--- src/rtl/awb_pkg.sv ---
// awb_pkg: shared constants and types for the auto-white-balance gain stage.
//   FRAC_BITS_DEF : default number of fractional gain bits
//   UNITY_GAIN    : gain of 1.0 at the default fraction width
//   color_e       : pixel color codes (3 is reserved and passes through)
//   state_e       : gain-computation FSM states
package awb_pkg;
    localparam int FRAC_BITS_DEF = 6;
    localparam logic [7:0] UNITY_GAIN = 8'(1 << FRAC_BITS_DEF);
    typedef enum logic [1:0] {RED = 2'd0, GREEN = 2'd1, BLUE = 2'd2} color_e;
    typedef enum logic [1:0] {IDLE, DIV_R, DIV_B, PEND} state_e;
endpackage

--- src/rtl/awb_gain_if.sv ---
// awb_gain_if: one-pixel-per-cycle stream without backpressure.
//   valid : pixel qualifier
//   color : 0=R, 1=G, 2=B, 3=reserved
//   value : 8-bit pixel value
//   last  : last pixel of the frame, qualified by valid
//   master drives the stream, slave receives it
interface awb_gain_if;
    logic       valid;
    logic [1:0] color;
    logic [7:0] value;
    logic       last;
    modport master (output valid, color, value, last);
    modport slave  (input valid, color, value, last);
endinterface

--- src/rtl/awb_divider.sv ---
// awb_divider: serial restoring divider, (dividend << FRAC_BITS) / divisor.
//   clk, rst   : clock, synchronous active-high reset
//   start_i    : load operands and perform the first quotient step this cycle
//   abort_i    : drop any division in progress
//   dividend_i : 8-bit dividend, shifted left by FRAC_BITS internally
//   divisor_i  : 8-bit non-zero divisor, sampled on start_i
//   busy_o     : a division is in progress from a previous start
//   done_o     : the final quotient step happens this cycle; quot_o is valid
//   quot_o     : quotient saturated to 255
module awb_divider
    import awb_pkg::*;
#(
    parameter int FRAC_BITS = FRAC_BITS_DEF
) (
    input  logic       clk,
    input  logic       rst,
    input  logic       start_i,
    input  logic       abort_i,
    input  logic [7:0] dividend_i,
    input  logic [7:0] divisor_i,
    output logic       busy_o,
    output logic       done_o,
    output logic [7:0] quot_o
);
    localparam int QW = 8 + FRAC_BITS;
    localparam int CW = $clog2(QW);

    logic          busy_q, busy_d, active;
    logic [7:0]    rem_q, rem_d, rem_c;
    logic [7:0]    dsr_q, dsr_d;
    logic [QW-1:0] quo_q, quo_d, quo_c;
    logic [CW-1:0] cnt_q, cnt_d, cnt_c;
    logic [8:0]    trial;
    logic          fit;

    // A start performs its first step in the same cycle, so QW steps span exactly QW cycles.
    always_comb begin
        rem_c  = start_i ? 8'd0 : rem_q;
        quo_c  = start_i ? {dividend_i, {FRAC_BITS{1'b0}}} : quo_q;
        cnt_c  = start_i ? '0 : cnt_q;
        dsr_d  = start_i ? divisor_i : dsr_q;
        active = start_i || busy_q;
        trial  = {rem_c, quo_c[QW-1]};
        fit    = trial >= {1'b0, dsr_d};
        rem_d  = fit ? 8'(trial - {1'b0, dsr_d}) : trial[7:0];
        quo_d  = {quo_c[QW-2:0], fit};
        cnt_d  = cnt_c + CW'(1);
        done_o = !abort_i && active && (cnt_c == CW'(QW - 1));
        busy_d = !abort_i && active && (cnt_c != CW'(QW - 1));
        quot_o = |quo_d[QW-1:8] ? 8'hFF : quo_d[7:0];
    end

    always_ff @(posedge clk) begin
        if (rst) begin
            busy_q <= 1'b0;
            rem_q  <= '0;
            quo_q  <= '0;
            cnt_q  <= '0;
            dsr_q  <= '0;
        end else begin
            busy_q <= busy_d;
            rem_q  <= rem_d;
            quo_q  <= quo_d;
            cnt_q  <= cnt_d;
            dsr_q  <= dsr_d;
        end
    end

    assign busy_o = busy_q;
endmodule

--- src/rtl/awb_gain.sv ---
// awb_gain: gray-world white balance; derives R/B gains from frame means and applies them.
//   clk, rst        : clock, synchronous active-high reset
//   mean_valid_i    : one-cycle pulse, r/g/b_mean_i valid
//   r/g/b_mean_i    : frame channel means
//   pix_i           : input pixel stream (slave)
//   pix_o           : gain-corrected pixel stream, 2-cycle latency (master)
//   gain_r_o/b_o    : active gains, unity = 1 << FRAC_BITS
//   busy_o          : division running or gains pending
// Build option: define AWB_GAIN_LIMIT_EN to clamp computed gains to 0.5..2.0.
module awb_gain
    import awb_pkg::*;
#(
    parameter int FRAC_BITS = FRAC_BITS_DEF
) (
    input  logic             clk,
    input  logic             rst,
    input  logic             mean_valid_i,
    input  logic [7:0]       r_mean_i,
    input  logic [7:0]       g_mean_i,
    input  logic [7:0]       b_mean_i,
    awb_gain_if.slave        pix_i,
    awb_gain_if.master       pix_o,
    output logic [7:0]       gain_r_o,
    output logic [7:0]       gain_b_o,
    output logic             busy_o
);
    localparam logic [7:0] UNITY = 8'(1 << FRAC_BITS);
`ifdef AWB_GAIN_LIMIT_EN
    localparam logic [7:0] GAIN_LO = 8'(1 << (FRAC_BITS - 1));
    localparam logic [7:0] GAIN_HI = 8'(1 << (FRAC_BITS + 1));
`endif

    function automatic logic [7:0] limit(input logic [7:0] g);
`ifdef AWB_GAIN_LIMIT_EN
        return (g < GAIN_LO) ? GAIN_LO : (g > GAIN_HI) ? GAIN_HI : g;
`else
        return g;
`endif
    endfunction

    state_e     state_q, state_d;
    logic [7:0] r_mean_q, r_mean_d, g_mean_q, g_mean_d, b_mean_q, b_mean_d;
    logic [7:0] gain_r_pend_q, gain_r_pend_d, gain_b_pend_q, gain_b_pend_d;
    logic [7:0] gain_r_q, gain_r_d, gain_b_q, gain_b_d;
    logic       in_frame_q, in_frame_d;
    logic       div_start, div_busy, div_done;
    logic [7:0] div_divisor, div_quot, div_result;

    logic       s1_valid_q, s1_valid_d, s1_last_q, s1_last_d;
    logic [1:0] s1_color_q, s1_color_d;
    logic [7:0] s1_value_q, s1_value_d, s1_gain_q, s1_gain_d;
    logic       out_valid_q, out_valid_d, out_last_q, out_last_d;
    logic [1:0] out_color_q, out_color_d;
    logic [7:0] out_value_q, out_value_d;
    logic [15:0] product, scaled;

    awb_divider #(.FRAC_BITS(FRAC_BITS)) u_div (
        .clk       (clk),
        .rst       (rst),
        .start_i   (div_start),
        .abort_i   (mean_valid_i),
        .dividend_i(g_mean_q),
        .divisor_i (div_divisor),
        .busy_o    (div_busy),
        .done_o    (div_done),
        .quot_o    (div_quot)
    );

    // A new mean pulse always wins: recapture and restart, dropping any pending gains.
    always_comb begin
        state_d       = state_q;
        r_mean_d      = r_mean_q;
        g_mean_d      = g_mean_q;
        b_mean_d      = b_mean_q;
        gain_r_pend_d = gain_r_pend_q;
        gain_b_pend_d = gain_b_pend_q;
        gain_r_d      = gain_r_q;
        gain_b_d      = gain_b_q;
        in_frame_d    = pix_i.valid ? !pix_i.last : in_frame_q;
        div_divisor   = (state_q == DIV_B) ? b_mean_q : r_mean_q;
        div_result    = (div_divisor == 8'd0) ? UNITY : div_quot;
        div_start     = 1'b0;
        if (mean_valid_i) begin
            r_mean_d = r_mean_i;
            g_mean_d = g_mean_i;
            b_mean_d = b_mean_i;
            state_d  = DIV_R;
        end else begin
            case (state_q)
                DIV_R: begin
                    div_start = (div_divisor != 8'd0) && !div_busy;
                    if (div_divisor == 8'd0 || div_done) begin
                        gain_r_pend_d = limit(div_result);
                        state_d       = DIV_B;
                    end
                end
                DIV_B: begin
                    div_start = (div_divisor != 8'd0) && !div_busy;
                    if (div_divisor == 8'd0 || div_done) begin
                        gain_b_pend_d = limit(div_result);
                        state_d       = PEND;
                    end
                end
                PEND: begin
                    // Commit only between frames so no frame sees mixed gains.
                    if (!in_frame_q && !pix_i.valid) begin
                        gain_r_d = gain_r_pend_q;
                        gain_b_d = gain_b_pend_q;
                        state_d  = IDLE;
                    end
                end
                default: ;
            endcase
        end
    end

    // Stage 1 latches the gain in force at entry; G and reserved use unity, which passes exactly.
    always_comb begin
        s1_valid_d  = pix_i.valid;
        s1_color_d  = pix_i.color;
        s1_value_d  = pix_i.value;
        s1_last_d   = pix_i.last;
        s1_gain_d   = (pix_i.color == RED) ? gain_r_q : (pix_i.color == BLUE) ? gain_b_q : UNITY;
        product     = 16'(s1_value_q) * 16'(s1_gain_q);
        scaled      = product >> FRAC_BITS;
        out_valid_d = s1_valid_q;
        out_color_d = s1_color_q;
        out_last_d  = s1_last_q;
        out_value_d = |scaled[15:8] ? 8'hFF : scaled[7:0];
    end

    always_ff @(posedge clk) begin
        if (rst) begin
            state_q       <= IDLE;
            r_mean_q      <= '0;
            g_mean_q      <= '0;
            b_mean_q      <= '0;
            gain_r_pend_q <= UNITY;
            gain_b_pend_q <= UNITY;
            gain_r_q      <= UNITY;
            gain_b_q      <= UNITY;
            in_frame_q    <= 1'b0;
            s1_valid_q    <= 1'b0;
            s1_color_q    <= '0;
            s1_value_q    <= '0;
            s1_last_q     <= 1'b0;
            s1_gain_q     <= '0;
            out_valid_q   <= 1'b0;
            out_color_q   <= '0;
            out_value_q   <= '0;
            out_last_q    <= 1'b0;
        end else begin
            state_q       <= state_d;
            r_mean_q      <= r_mean_d;
            g_mean_q      <= g_mean_d;
            b_mean_q      <= b_mean_d;
            gain_r_pend_q <= gain_r_pend_d;
            gain_b_pend_q <= gain_b_pend_d;
            gain_r_q      <= gain_r_d;
            gain_b_q      <= gain_b_d;
            in_frame_q    <= in_frame_d;
            s1_valid_q    <= s1_valid_d;
            s1_color_q    <= s1_color_d;
            s1_value_q    <= s1_value_d;
            s1_last_q     <= s1_last_d;
            s1_gain_q     <= s1_gain_d;
            out_valid_q   <= out_valid_d;
            out_color_q   <= out_color_d;
            out_value_q   <= out_value_d;
            out_last_q    <= out_last_d;
        end
    end

    assign pix_o.valid = out_valid_q;
    assign pix_o.color = out_color_q;
    assign pix_o.value = out_value_q;
    assign pix_o.last  = out_last_q;
    assign gain_r_o    = gain_r_q;
    assign gain_b_o    = gain_b_q;
    assign busy_o      = state_q != IDLE;
endmodule

--- src/flat_wrapper.sv ---
// flat-port wrapper written by rule: the top's interface ports become plain ports
module awb_gain_flat import awb_pkg::*;
#(
    parameter int FRAC_BITS = FRAC_BITS_DEF
)
  (clk, rst, mean_valid_i, r_mean_i, g_mean_i, b_mean_i, gain_r_o, gain_b_o, busy_o, pix_i_valid, pix_i_color, pix_i_value, pix_i_last, pix_o_valid, pix_o_color, pix_o_value, pix_o_last);
  awb_gain_if pix_i_i ();
  awb_gain_if pix_o_i ();
  input  logic clk;
  input  logic rst;
  input  logic mean_valid_i;
  input  logic [7:0] r_mean_i;
  input  logic [7:0] g_mean_i;
  input  logic [7:0] b_mean_i;
  output logic [7:0] gain_r_o;
  output logic [7:0] gain_b_o;
  output logic busy_o;
  input wire logic [$bits(pix_i_i.valid)-1:0] pix_i_valid;
  input wire logic [$bits(pix_i_i.color)-1:0] pix_i_color;
  input wire logic [$bits(pix_i_i.value)-1:0] pix_i_value;
  input wire logic [$bits(pix_i_i.last)-1:0] pix_i_last;
  output wire logic [$bits(pix_o_i.valid)-1:0] pix_o_valid;
  output wire logic [$bits(pix_o_i.color)-1:0] pix_o_color;
  output wire logic [$bits(pix_o_i.value)-1:0] pix_o_value;
  output wire logic [$bits(pix_o_i.last)-1:0] pix_o_last;
  assign pix_i_i.valid = pix_i_valid;
  assign pix_i_i.color = pix_i_color;
  assign pix_i_i.value = pix_i_value;
  assign pix_i_i.last = pix_i_last;
  assign pix_o_valid = pix_o_i.valid;
  assign pix_o_color = pix_o_i.color;
  assign pix_o_value = pix_o_i.value;
  assign pix_o_last = pix_o_i.last;
  awb_gain #(.FRAC_BITS(FRAC_BITS)) u_core (.clk(clk), .rst(rst), .mean_valid_i(mean_valid_i), .r_mean_i(r_mean_i), .g_mean_i(g_mean_i), .b_mean_i(b_mean_i), .pix_i(pix_i_i), .pix_o(pix_o_i), .gain_r_o(gain_r_o), .gain_b_o(gain_b_o), .busy_o(busy_o));
endmodule
--- config.mk ---
export PLATFORM = sky130hd
export DESIGN_NAME = awb_gain_flat
export DESIGN_NICKNAME = d
export VERILOG_FILES = /design/src/rtl/awb_pkg.sv /design/src/rtl/awb_gain_if.sv /design/src/rtl/awb_divider.sv /design/src/rtl/awb_gain.sv /design/src/flat_wrapper.sv
export SDC_FILE = /design/constraint.sdc
export NUM_CORES = 1
export LEC_CHECK = 0
export ABC_AREA = 1
export CELL_PAD_IN_SITES_DETAIL_PLACEMENT = 0
export CELL_PAD_IN_SITES_GLOBAL_PLACEMENT = 1
export CORE_MARGIN = 1.5
export CORE_UTILIZATION = 25
export DETAILED_ROUTE_END_ITERATION = 7
export PLACE_DENSITY_LB_ADDON = 0.1
export SLEW_MARGIN = 15
export SYNTH_ARGS = -nofsm -noshare
export SYNTH_HDL_FRONTEND = slang
export SYNTH_SLANG_ARGS = --single-unit
--- constraint.sdc ---
create_clock -name clk -period 5.5 [get_ports clk]
set_clock_uncertainty 0.2 [all_clocks]
set_input_delay 0.825 -clock clk [delete_from_list [all_inputs] [get_ports clk]]
set_output_delay 0.825 -clock clk [all_outputs]
set_load 0.02 [all_outputs]
==> results of run 1 <==
==> where the power goes <==
| group | internal (mW) | total (mW) | switching (mW) |
|---|---|---|---|
| clock | 0.738 | 1.20 | 0.464 |
| sequential | 0.978 | 1.00 | 0.0246 |
| combinational | 0.223 | 0.580 | 0.357 |
==> critical path, cell delays in order (launching register included) <==
cell	delay [ns]
dfxtp_1	0.52
nand2_1	0.09
inv_1	0.08
fa_1	0.45
fa_1	0.53
fa_1	0.54
inv_1	0.05
fa_1	0.52
inv_1	0.04
ha_1	0.34
a21oi_1	0.22
o21ai_0	0.14
a211oi_1	0.34
nand3b_1	0.11
nand2_1	0.23
nand3_1	0.12
nand2_1	0.08
inv_1	0.04
==> logic make-up after synthesis <==
kind of cell | share of synthesized area, %
adders and majority gates | 17.9
xor gates and xnor gates | 1.78
and+or+nand+nor | 22.3
AOI/OAI and AO/OA | 11.2
muxes | 0.135
buffers and inverters | 12.6
DFF | 34.1
==> final cells by class <==
cell class | count | area share (%)
Multi-Input combinational cell | 629 | 43.5
Sequential cell | 126 | 27.9
Inverter | 197 | 8.20
Timing Repair Buffer | 77 | 8.19
Tap cell | 384 | 5.31
Clock buffer | 19 | 4.89
Clock inverter | 13 | 1.99
==> cells in the mapped netlist <==
master      n
dfxtp_1   126
nand3_1    29
nor2_4      4
buf_4       1
a21oi_1    77
clkinv_1    2
clkinv_2    2
a21boi_2    1
a31oi_1     1
nor2_1     90
nor3b_1     2
a21o_1      3
inv_1     191
xor2_1     11
nand2_2    14
clkbuf_1   33
o311ai_0    1
nand3_4     2
fa_1       36
a211oi_1    5
buf_12      1
buf_6       1
o31ai_2     1
o21a_1      1
nor3_2      1
nand4_2     1
or2_2       3
buf_2       6
nand2_1   210
nand3b_1    2
nand2_8     1
nand2_4     4
nor3_1     10
nor2_8      1
o21ai_0    62
ha_1       48
o21ai_2     2
mux2i_1     1
inv_2       2
o21bai_1    1
xnor2_1     4
==> per-stage QoR <==
step	hold WS, ns	area (um2)	total power, mW	instances	utilization (%)
6_report	0.200	9050	2.78	1445	31.3
4_1_cts	0.201	9050	2.84	1445	31.3
3_5_place_dp	0.192	8430	1.61	1413	29.1
5_1_grt	0.220	9050	2.97	1445	31.3
2_1_floorplan	0.188	7390	1.45	994	-
3_3_place_gp	0.196	8430	1.61	1413	29.1
==> per-layer routing <==
metal | GRT usage (%) | vias to the layer above
met2 | 22.4 | 56
met1 | 16.7 | 2735
met4 | 3.24 | 0
met5 | 0 | -
met3 | 2.26 | 10
li1 | - | 3137
==> state kept, by name (all words and copies together), names as in the netlist, 4 cells and up <==
signal                count
u_core.gain_r_pend_q      8
u_core.gain_b_pend_q      8
u_core.u_div.quo_q       14
u_core.gain_r_o           8
u_core.r_mean_q           8
u_core.g_mean_q           8
u_core.s1_value_q         8
u_core.b_mean_q           8
u_core.s1_gain_q          8
u_core.u_div.rem_q        8
u_core.u_div.dsr_q        8
u_core.gain_b_o           8
u_core.u_div.cnt_q        4
u_core.pix_o.value        8
==> path summary, 6_finish.rpt <==
| kind | cells after the start | slack, ns | to |
|---|---|---|---|
| worst max-delay path | 17 | 0.76 | u_core.pix_o.value[3]$_SDFF_PP0_ |
| worst min-delay path | 2 | 0.20 | u_core.pix_o.color[1]$_SDFF_PP0_ |
| worst max register to register | 17 | 0.76 | u_core.pix_o.value[3]$_SDFF_PP0_ |
| worst min register to register | 2 | 0.20 | u_core.pix_o.color[1]$_SDFF_PP0_ |
==> reports/metrics.yaml, run 1 <==
logic_synthesis:
  synth_nets: 1117
  yosys-top-cells-area: "dfxtp_1 (34%), nand2_1 (11%), fa_1 (9.7%)"
  ys_seq_elements: 126
  synthDistinctLibCells: 41
  syn_area_um2: 7390
  synthCells: 994
  synth_area_leader_cell: "dfxtp_1"
  yosysSeqAreaShare_pct: 34.1
  synth_top_area_share_pct: 34.1
  syn_area_per_cell_um2: 7.44
  ys_warn_count: 0
grt:
  grt_pass1_wl_um: 31500
  gr-total-overflow: 0
  grt_pass1_vias: 6174
  grt_max_degree: 56
  antenna_found_initial: 0
  track_usage_pct: 13.0
placed_design:
  portBuffers: 67
  routabilityCongestion: 0.811
  place_hpwl_um: 14000
  post-place-ws_ns: 0.757
clock_tree:
  cts.htree.levels: 4
  cts_buffers: 17
  cts_tree: "yes"
  postCtsHoldBufs: 0
  cts_max_path_buffers: 2
  clk_pin_slew_worst_paths_ns: 0.06
  cts_setup_buffers: 0
  clock_sinks: 126
  cts_root_buf: "clkbuf_16"
  clk_latency_ns: 0.42
  cts_resized: 0
cells_and_area:
  nNetsFinal: 1171
  final_layout_size_suffix_gt1_share_pct: 7.82
  area_growth_pct: 22.4
  mostFrequentLayoutCells: "nand2_1 (210), inv_1 (191), dfxtp_1 (126), nor2_1 (90), a21oi_1 (77)"
  regArea_um2: 2520
  diodes: 0
  nFillCells: 3150
  multiInputGateArea_um2: 3940
  layout_commonest_cell: "nand2_1"
route:
  drc_errors: 0
  wire_per_inst_um: 13.0
  vias_per_cell: 4.11
  m1WireLength_um: 9240
  drtAntennaViolNets: 0
  wl_met3_um: 389
  highest_layer: "met4"
  drt-total-wl_um: 18800
  drt_iter0_drc: 253
  num_vias: 5938
  drtPass1Iterations: 4
  route.met2.wl_um: 9070
pwr:
  ir_drop_v: 0.000153
  p_leak_nw: 4.65
  p_per_area_nw_per_um2: 308
timing:
  layout_min_cycle_time_ns: 4.74
  slew_viol_final: 0
  maxSlewHeadroom_pct: 52.7
  setup_ws_ns: 0.765
  setup_viol: 0
  max_freq_ghz: 0.211
  final_hold_viol_count: 0
  tightest_slew_ns: 0.709
  setup_tns_ns: 0
  min_period_over_period_pct: 86.1
  rsz0062_at_grt: "no"
die:
  start_util_pct: 25.5
  die_w_um: 175
  row_count: 62
  die_height_um: 175
  die-area_um2: 30600
  coreArea_um2: 28900
  ios: 68
min_path:
  hold_class: "reg -> reg"
  worstHoldStart: "u_core.out_color_d[1]$_SDFF_PP0_"
setup_path:
  crit_fanout: 8
  worstSetupStartpoint: "u_core.s1_gain_q[5]$_SDFF_PP0_"
  reg2reg_from: "u_core.s1_gain_q[5]$_SDFF_PP0_"
  start_kind: "flip-flop"
  worstPathArrival_ns: 4.84
  worstSetupPathType: "reg -> reg"
  endpoint_kind: "flip-flop"
  cp_data_required_time_ns: 5.61
flow_run:
  max_cap_violations: 0
run_status:
  status: "finished, final reports clean"
No activity file was read; power rests on OpenSTA's default activity.
==> inputs of run 2 (changes only) <==
--- a/config.mk
+++ b/config.mk
@@ -11,6 +11,7 @@
 export CORE_MARGIN = 1.5
 export CORE_UTILIZATION = 25
 export DETAILED_ROUTE_END_ITERATION = 7
+export GPL_ROUTABILITY_DRIVEN = 0
 export PLACE_DENSITY_LB_ADDON = 0.1
 export SLEW_MARGIN = 15
 export SYNTH_ARGS = -nofsm -noshare
==> results of run 2 <==
No change in the layout: final DEF, timing and power equal those of run 1.
